==> config.mk <==
export PLATFORM = sky130hd
export DESIGN_NAME = keypad_digit_entry
export DESIGN_NICKNAME = d
export VERILOG_FILES = /design/src/rtl/keypad_digit_entry.sv
export SDC_FILE = /design/constraint.sdc
export NUM_CORES = 1
export LEC_CHECK = 0
export CAP_MARGIN = 10
export CORE_ASPECT_RATIO = 1.4
export CORE_MARGIN = 3
export CORE_UTILIZATION = 56
export CTS_BUF_LIST = sky130_fd_sc_hd__clkbuf_8 sky130_fd_sc_hd__clkbuf_16
export CTS_CLUSTER_SIZE = 20
export DETAILED_ROUTE_END_ITERATION = 7
export PLACE_DENSITY = 0.76
export SLEW_MARGIN = 40
export SYNTH_ARGS = -nofsm -noshare
export SYNTH_HDL_FRONTEND = slang
export SYNTH_SLANG_ARGS = --single-unit
==> constraint.sdc <==
create_clock -name clk -period 3.5 [get_ports clk]
set_input_delay 0.7 -clock clk [delete_from_list [all_inputs] [get_ports clk]]
set_output_delay 0.7 -clock clk [all_outputs]
set_load 0.01 [all_outputs]
==> src/rtl/keypad_digit_entry.sv <==
// Debounced 4x4 keypad to BCD digit-entry buffer; define KEYPAD_ROLL_EN to roll a full buffer.
// Key change to event pulse: DEBOUNCE_CYCLES+2 edges; no backpressure, events are never stalled.
module keypad_digit_entry #(
    parameter int DEBOUNCE_CYCLES = 4,
    parameter int DIGITS          = 4,
    parameter int CNT_W           = 8
) (
    input  logic                         clk,
    input  logic                         rst_n,
    input  logic [15:0]                  onehot,
    input  logic                         clear,
    output logic [4*DIGITS-1:0]          digits,
    output logic [$clog2(DIGITS+1)-1:0]  count,
    output logic                         full,
    output logic                         digit_valid,
    output logic                         overflow,
    output logic                         entry_valid,
    output logic [4*DIGITS-1:0]          entry_value,
    output logic [$clog2(DIGITS+1)-1:0]  entry_len,
    output logic [CNT_W-1:0]             press_cnt
);
    localparam int LW = $clog2(DIGITS+1);
    localparam int DW = $clog2(DEBOUNCE_CYCLES+1);
    localparam logic [LW-1:0] FULL_CNT = LW'(DIGITS);
    localparam logic [DW-1:0] LAST_CNT = DW'(DEBOUNCE_CYCLES-1);
    localparam logic [DW-1:0] ONE_CNT  = DW'(1);

    typedef enum logic [1:0] {
        IDLE  = 2'd0,
        ARMED = 2'd1,
        HELD  = 2'd2
    } state_t;

    state_t        state, state_nxt;
    logic [15:0]   sample;
    logic [15:0]   key, key_nxt;
    logic [15:0]   stable, stable_nxt, stable_q;
    logic [DW-1:0] cnt, cnt_nxt;
    logic          single_hot;
    logic          restart, settle;
    logic [15:0]   settle_val;

    logic          evt_new, evt_digit, evt_enter, evt_bs, evt_any;
    logic [3:0]    evt_code;

    assign single_hot = (onehot != 16'h0000) && ((onehot & (onehot - 16'h0001)) == 16'h0000);

    always_ff @(posedge clk or negedge rst_n) begin
        if (!rst_n) begin
            sample   <= '0;
            stable_q <= '0;
        end else begin
            sample   <= single_hot ? onehot : 16'h0000;
            stable_q <= stable;
        end
    end

    // Debounce FSM: state register
    always_ff @(posedge clk or negedge rst_n) begin
        if (!rst_n) begin
            state  <= IDLE;
            key    <= '0;
            stable <= '0;
            cnt    <= '0;
        end else begin
            state  <= state_nxt;
            key    <= key_nxt;
            stable <= stable_nxt;
            cnt    <= cnt_nxt;
        end
    end

    // key tracks the value being counted; a release (0) is debounced like any other value
    always_comb begin
        state_nxt  = state;
        key_nxt    = key;
        stable_nxt = stable;
        cnt_nxt    = cnt;
        restart    = 1'b0;
        settle     = 1'b0;
        settle_val = key;
        case (state)
            IDLE: begin
                restart = (sample != 16'h0000);
            end
            ARMED: begin
                if (sample != key) begin
                    restart = 1'b1;
                end else if (cnt >= LAST_CNT) begin
                    settle = 1'b1;
                end else begin
                    cnt_nxt = cnt + 1'b1;
                end
            end
            HELD: begin
                restart = (sample != stable);
            end
            default: begin
                state_nxt = IDLE;
            end
        endcase
        if (restart) begin
            key_nxt    = sample;
            settle_val = sample;
            if (DEBOUNCE_CYCLES == 1) begin
                settle = 1'b1;
            end else begin
                state_nxt = ARMED;
                cnt_nxt   = ONE_CNT;
            end
        end
        if (settle) begin
            stable_nxt = settle_val;
            cnt_nxt    = '0;
            state_nxt  = (settle_val == 16'h0000) ? IDLE : HELD;
        end
    end

    // Event decode: fires the cycle after stable takes a new nonzero value
    always_comb begin
        evt_new   = (stable != stable_q) && (stable != 16'h0000);
        evt_digit = 1'b0;
        evt_enter = 1'b0;
        evt_bs    = 1'b0;
        evt_code  = 4'd0;
        if (evt_new) begin
            case (stable)
                16'h0008: begin evt_digit = 1'b1; evt_code = 4'd0; end
                16'h0080: begin evt_digit = 1'b1; evt_code = 4'd1; end
                16'h0040: begin evt_digit = 1'b1; evt_code = 4'd2; end
                16'h0020: begin evt_digit = 1'b1; evt_code = 4'd3; end
                16'h0800: begin evt_digit = 1'b1; evt_code = 4'd4; end
                16'h0400: begin evt_digit = 1'b1; evt_code = 4'd5; end
                16'h0200: begin evt_digit = 1'b1; evt_code = 4'd6; end
                16'h8000: begin evt_digit = 1'b1; evt_code = 4'd7; end
                16'h4000: begin evt_digit = 1'b1; evt_code = 4'd8; end
                16'h2000: begin evt_digit = 1'b1; evt_code = 4'd9; end
                16'h0001: evt_enter = 1'b1;
                16'h0010: evt_bs    = 1'b1;
                default: ;
            endcase
        end
    end

    assign evt_any = evt_digit | evt_enter | evt_bs;
    assign full    = (count == FULL_CNT);

    always_ff @(posedge clk or negedge rst_n) begin
        if (!rst_n) begin
            digits      <= '0;
            count       <= '0;
            digit_valid <= 1'b0;
            overflow    <= 1'b0;
            entry_valid <= 1'b0;
            entry_value <= '0;
            entry_len   <= '0;
            press_cnt   <= '0;
        end else begin
            digit_valid <= 1'b0;
            overflow    <= 1'b0;
            entry_valid <= 1'b0;
            if (evt_any && (press_cnt != {CNT_W{1'b1}})) begin
                press_cnt <= press_cnt + 1'b1;
            end
            // clear wins the edge: the concurrent event is counted but has no other effect
            if (clear) begin
                digits <= '0;
                count  <= '0;
            end else if (evt_digit) begin
                if (count < FULL_CNT) begin
                    digits      <= {digits[4*DIGITS-5:0], evt_code};
                    count       <= count + 1'b1;
                    digit_valid <= 1'b1;
                end else begin
                    overflow    <= 1'b1;
`ifdef KEYPAD_ROLL_EN
                    digits      <= {digits[4*DIGITS-5:0], evt_code};
                    digit_valid <= 1'b1;
`endif
                end
            end else if (evt_bs) begin
                if (count != '0) begin
                    digits <= {4'h0, digits[4*DIGITS-1:4]};
                    count  <= count - 1'b1;
                end
            end else if (evt_enter) begin
                entry_valid <= 1'b1;
                entry_value <= digits;
                entry_len   <= count;
                digits      <= '0;
                count       <= '0;
            end
        end
    end

endmodule

==> impl_results.md, run 1 <==
- First-pass GRT wire length: 21500 um
- Worst Tran Pin Value: 0.698 ns
- Die area: 11600 um2
- Vias in the first global route: 4415
- Worst-path clk slew: ~0.050 ns
- Maximum VDD drop: 0.000339 V
- Proportion of layout cells with a drive suffix above 1: 17.0%
- FF-to-FF End: digits[5]
- Fin nets: roughly 630
- Syn_nets: 560
- Syn. warnings: 0
- DRC viols: 0
- Commonest cells after routing, fill and taps aside: dfrtp_1, clkdlybuf4s50_1, nand2_1, xnor2_1, mux2_2
- Critical path required time: 3.78 ns
- RSZ-0062 raised after global routing: no
- Leakage power: 3.41 nW
- Register area share after synthesis: just over 50%
- Placed Instance Area: 6600 um2
- Drt wl/cell: 17.0 um
- Grt total ovfl: 0
- Cts hold-fix bufs: 0
- Hold crit path type: input pin to asynchronous set/reset pin
- Int Pwr: 0.00273 W
- Area grow syn2layout: 24.1%
- CP endpoint: digits[5]
- Cell accounting for the most synthesized area: dfrtp_1
- Antenna diode instance count: 0
- Pwr dens: 488 nW/um2
- Post-synthesis cell type count: 60
- Top FF cell, synth: dfrtp_1
- Fillers: 753
- Width of the die: 92.1 um
- Design area: 7210 um2
- Core area: roughly 10000 um2
- Die Ht: approximately 130 um
- First drt pass iteration count: 4
- Gr usage total: 23.6%
- Clk_skew: 0.0106 ns
- Reg2Reg Depth: 8
- Area contributors post-synth: dfrtp_1, mux2_2, xnor2_1
- Hold WS: 0.286 ns
- Clk sinks: about 120
- Synth Cell Area: 5810 um2
- DRT iter0 DRCs: 286
- Clock power share: 49.8%
- Crit path capture type: flip-flop
- Initial antenna violation count: 0
- Reg2reg start: stable[8]
- Port-buffer cells: between 60 and 70
- Cts repair resizes: 0
- Final GP Congestion: 0.908
- Final HPWL DP: 9020 um
- Buffers inserted by post-CTS timing repair: 0
- Vias: 4287
- Commonest non-fill, non-tap cell in the layout: dfrtp_1
- Final Cycle Share: 90.5%
- CTS buffer count: 17
- Crit path launch: stable[8]
- IO Count: 69
- Maxcap violations: 0
- Arrival time worst endpoint: 3.45 ns
- Max-slew violations: 0
- Setup_tns: 0 ns
- Minimum clock period after layout: 3.17 ns
- Area share of the largest cell type after synthesis: 50.8%
- Final setup margin: 0.331 ns
- Antenna Nets Post-Route: 0
- Kind of critical path: flip-flop to flip-flop
- Sw Ratio: around 22%
- Fraction of registers with async set/reset: 100%
- CTS max path bufs: 2
- Starting Density: about three fifths
- Largest net degree at the start of global routing: 75
- CP Launch Type: flip-flop
- EDFF count, synth: 0
- Reg-to-reg setup timing slack: 0.33 ns
- Max Clock Freq: ~0.32 GHz
- Synthesis-stage register bit count: 118
- Clk root buf: clkbuf_16
- CTS H-tree lvls: 4
- Post-Syn Instances: 535
- Worst-Skew Late Latency: 0.41 ns
- Num rows: 43
- Pre-CTS setup slack: 0.121 ns
- Final Hold Vio Count: 0
- Flop pwr share: about two fifths
- Final setup viols: 0
- Via density: 5.71
- Rel. slew slack: a little over half
- Combinational fraction of design power: 10.2%
- Syn Area/Cell: 10.9 um2
- Crit-path max FO: 19
- CTS tree: built
- Outcome: finished, final reports clean
- NetSw: 0.000784 W
- DRT Wirelength: 12800 um
-- state kept, by name, indices dropped and copies added, names as in the netlist, 3 cells and up --
register	count
stable	16
digits	16
entry_len	3
sample	16
press_cnt	8
key	16
cnt	3
stable_q	16
entry_value	16
count	3
-- worst max-delay path: stages (launching register included) --
cell	delay, ns
dfrtp_1	0.47
or4_4	0.61
or4_1	0.49
nor2_1	0.19
or4_1	0.34
o21ai_4	0.11
a21oi_4	0.14
buf_4	0.30
mux2_2	0.38
-- cell type report --
type | instances | area [um2] | share of cell area (%)
Timing Repair Buffer | 80 | 781 | 10.8
Clock buffer | 21 | 480 | 6.66
Clock inverter | 10 | 129 | 1.79
Tap cell | 135 | 169 | 2.34
Sequential cell | 118 | 2950 | 41.0
Inverter | 23 | 86.3 | 1.20
Multi-Input combinational cell | 364 | 2610 | 36.2
-- metrics by stage --
step                      total power, W  instances  utilization (%)
after floorplan                  0.00167        535                -
after global placement           0.00177        720             66.0
after detailed placement         0.00179        720             66.0
after CTS                        0.00355        751             72.0
after global routing             0.00365        751             72.0
final                            0.00351        751             72.0
-- kinds of logic (layout without fill, tap and decap cells) --
kind of cell | Yosys count | in the layout | share of synthesized area [%]
fa+ha+maj | 8 | 8 | 1.64
flops | 118 | 118 | 50.8
simple gates | 189 | 189 | 16.7
xor+xnor | 62 | 62 | 9.35
mux | 54 | 54 | 10.5
compound gates | 51 | 51 | 6.66
buf+inv | 53 | 134 | 4.33
-- routing by layer --
| metal | global-route usage [%] | share of wire [%] |
|---|---|---|
| met3 | 5.87 | 4.6 |
| met4 | 11.5 | 3.2 |
| met2 | 42.5 | 55 |
| met5 | 0 | 0 |
| met1 | 25.5 | 37 |
-- power groups by stage --
stage / sequential, W / clock (W) / combinational (W)
floorplan: 0.00142 / 0 / 0.000252
global route: 0.00141 / 0.00184 / 0.000396
global placement: 0.00143 / 0 / 0.000346
finish: 0.00141 / 0.00175 / 0.000357
detailed placement: 0.00143 / 0 / 0.000358
CTS: 0.00141 / 0.00178 / 0.000360
-- worst min path at each step --
stage                          start           end  depth (start not counted)
after global routing           rst_n  press_cnt[4]                          1
after global placement    stable[10]  stable_q[10]                          0
after detailed placement  stable[10]  stable_q[10]                          0
final                          rst_n  press_cnt[4]                          1
after floorplan           stable[10]  stable_q[10]                          0
after CTS                      rst_n  press_cnt[4]                          1
-- synth_stat cells (2+ instances only) --
library cell,n
nand2_1,61
mux2_4,3
inv_1,23
buf_2,5
nand4_1,17
nor2b_1,4
nor3_1,14
mux2_2,44
or4_1,5
a21oi_1,6
a211o_1,2
maj3_1,2
buf_6,4
clkbuf_1,19
nand3_1,7
dfrtp_1,118
nand4bb_1,2
xor2_1,9
nor4b_1,5
and3_1,3
o31ai_1,2
ha_1,6
or4_4,3
o211ai_1,5
nor4_1,17
o21ai_0,11
nor2_1,38
a22o_1,9
mux2i_1,7
or2_2,2
xnor2_1,53
(Power assumes the default switching activity.)
==> run 2: changes to the inputs <==
CORE_MARGIN = not set   (was 3)
clock period = 3.3 ns   (was 3.5 ns; I/O delays follow)
==> run 2 against run 1 <==
Compared with the run above: setup slack gained 0.015 ns; clock power grew 17%; critical endpoint is now digits[4]; largest power group unchanged; core utilization rose by 1.4 points; cell area grew 1.9%.
==> impl_results.md, run 2 (synthesis results as in run 1) <==
- Worst-Skew Late Latency: 0.41 ns
- Worst Tran Pin Value: around 0.69 ns
- Crit path buf inv count: 1
- Fin nets: 638
- Proportion of layout cells with a drive suffix above 1: 18.5%
- Rel. slew slack: 53.9%
- Gr usage total: about a quarter
- Hold WS: 0.280 ns
- Clk root buf: clkbuf_16
- Crit-path slowest cell: or4_4
- Slowest stage delay, CP: 0.61 ns
- Leakage power: 3.47 nW
- Grt total ovfl: 0
- Clk_skew: slightly below 0.008 ns
- First-pass GRT wire length: 20700 um
- WL met2: 6890 um
- CP Launch Type: flip-flop
- Drt wl/cell: roughly 17 um
- DRT Wirelength: around 13000 um
- Final GP Congestion: 0.882
- Arrival time worst endpoint: 3.24 ns
- Maximum VDD drop: 0.000437 V
- DR top layer: met4
- Placed cells: 729
- Final HPWL DP: between 8000 and 9000 um
- Commonest non-fill, non-tap cell in the layout: dfrtp_1
- CTS H-tree lvls: 4
- Cts hold-fix bufs: 0
- Worst-path clk slew: roughly 0.050 ns
- Die Ht: 123 um
- Antenna Nets Post-Route: 0
- Commonest cells after routing, fill and taps aside: dfrtp_1, clkdlybuf4s50_1, nand2_1, xnor2_1, mux2_2
- Layout Cells excl Fill: 761
- Pwr dens: 534 nW/um2
- DRC viols: 0
- Crit path capture type: flip-flop
- Outcome: finished, final reports clean
- First drt pass iteration count: 4
- Max-slew violations: 0
- Cts repair resizes: 0
- Largest net degree at the start of global routing: 65
- Minimum clock period after layout: roughly 3 ns
- Vias: between 4000 and 5000
- CTS tree: built
- Crit-path leading delay family: simple AND/OR/NAND/NOR gates
- Width of the die: roughly 88 um
- Hold crit path type: input pin to asynchronous set/reset pin
- IO Count: 69
- Clk sinks: approximately 120
- Final Cycle Share: 89.5%
- Metal-1 WL: 4800 um
- Final setup viols: 0
- CTS max path bufs: 2
- Buffers inserted by post-CTS timing repair: 0
- Final Hold Vio Count: 0
- Setup_tns: 0 ns
- Initial antenna violation count: 0
- WL met3: about 450 um
- Num rows: 43
- RSZ-0062 raised after global routing: no
- Max Clock Freq: 0.338 GHz
- CTS buffer count: 17
- Maxcap violations: 0
- Area grow syn2layout: 26.5%
- Die area: 10800 um2
- Core area: 10000 um2
- Antenna diode instance count: 0
- CP Cell Sequence: or4_4 > or2_2 > nor4_1 > and3_1 > o21ai_4 > a21oi_4 > buf_12 > mux2_2
- Vias in the first global route: 4401
- Crit-path max FO: 19
- Starting Density: 58.0%
- Kind of critical path: flip-flop to flip-flop
- Port-buffer cells: just under 70
- Critical path required time: between 3 and 4 ns
- Via density: 5.61
- DRT iter0 DRCs: 222
-- run 2: per-stage QoR --
step                util [%]  power (W)  setup WS [ns]  cell area, um2
floorplan                  -    0.00178          0.412            5810
global placement        66.8    0.00189          0.126            6680
detailed placement      66.8    0.00190         0.0483            6680
CTS                     73.4    0.00395          0.353            7350
global route            73.4    0.00405          0.178            7350
finish                  73.4    0.00393          0.345            7350
-- run 2: area by class of cell --
cell class                      instances  area [um2]
Clock buffer                           20         467
Clock inverter                         12         199
Fill cell                             727        2660
Inverter                               23        86.3
Multi-Input combinational cell        364        2610
Sequential cell                       118        2950
Tap cell                              135         169
Timing Repair Buffer                   89         861
-- run 2: layer usage --
layer | vias up | global-route usage, %
met2 | 127 | 46.8
met5 | - | 0
li1 | 2035 | -
met4 | 0 | 13.4
met3 | 36 | 5.92
met1 | 2073 | 27.1
-- run 2: worst register-to-register path: cells and delay by family (launching register included) --
family / cells / cell delay, ns
AO/OA/AOI/OAI: 2 / 0.26
buffers and inverters: 1 / 0.18
flip-flops: 1 / 0.47
multiplexers: 1 / 0.36
AND/OR/NAND/NOR: 4 / 1.57
-- run 2: worst paths after layout --
| path | start | to | slack (ns) | depth (start not counted) |
|---|---|---|---|---|
| setup reg to reg | stable[8] | digits[4] | 0.35 | 8 |
| max in group asynchronous | rst_n | stable_q[7] | 2.24 | 2 |
| hold reg to reg | entry_value[4] | entry_value[4] | 0.46 | 2 |
| min in group clk | entry_value[4] | entry_value[4] | 0.46 | 2 |
| hold / removal | rst_n | press_cnt[7] | 0.28 | 1 |
| setup / recovery | stable[8] | digits[4] | 0.35 | 8 |
-- run 2: power by group --
part	switching, W	internal, W	total (W)	leakage [nW]
Combinational	0.000215	0.000176	0.000391	1.51
Clock	0.000645	0.00140	0.00204	0.320
Sequential	0.0000211	0.00147	0.00149	1.64
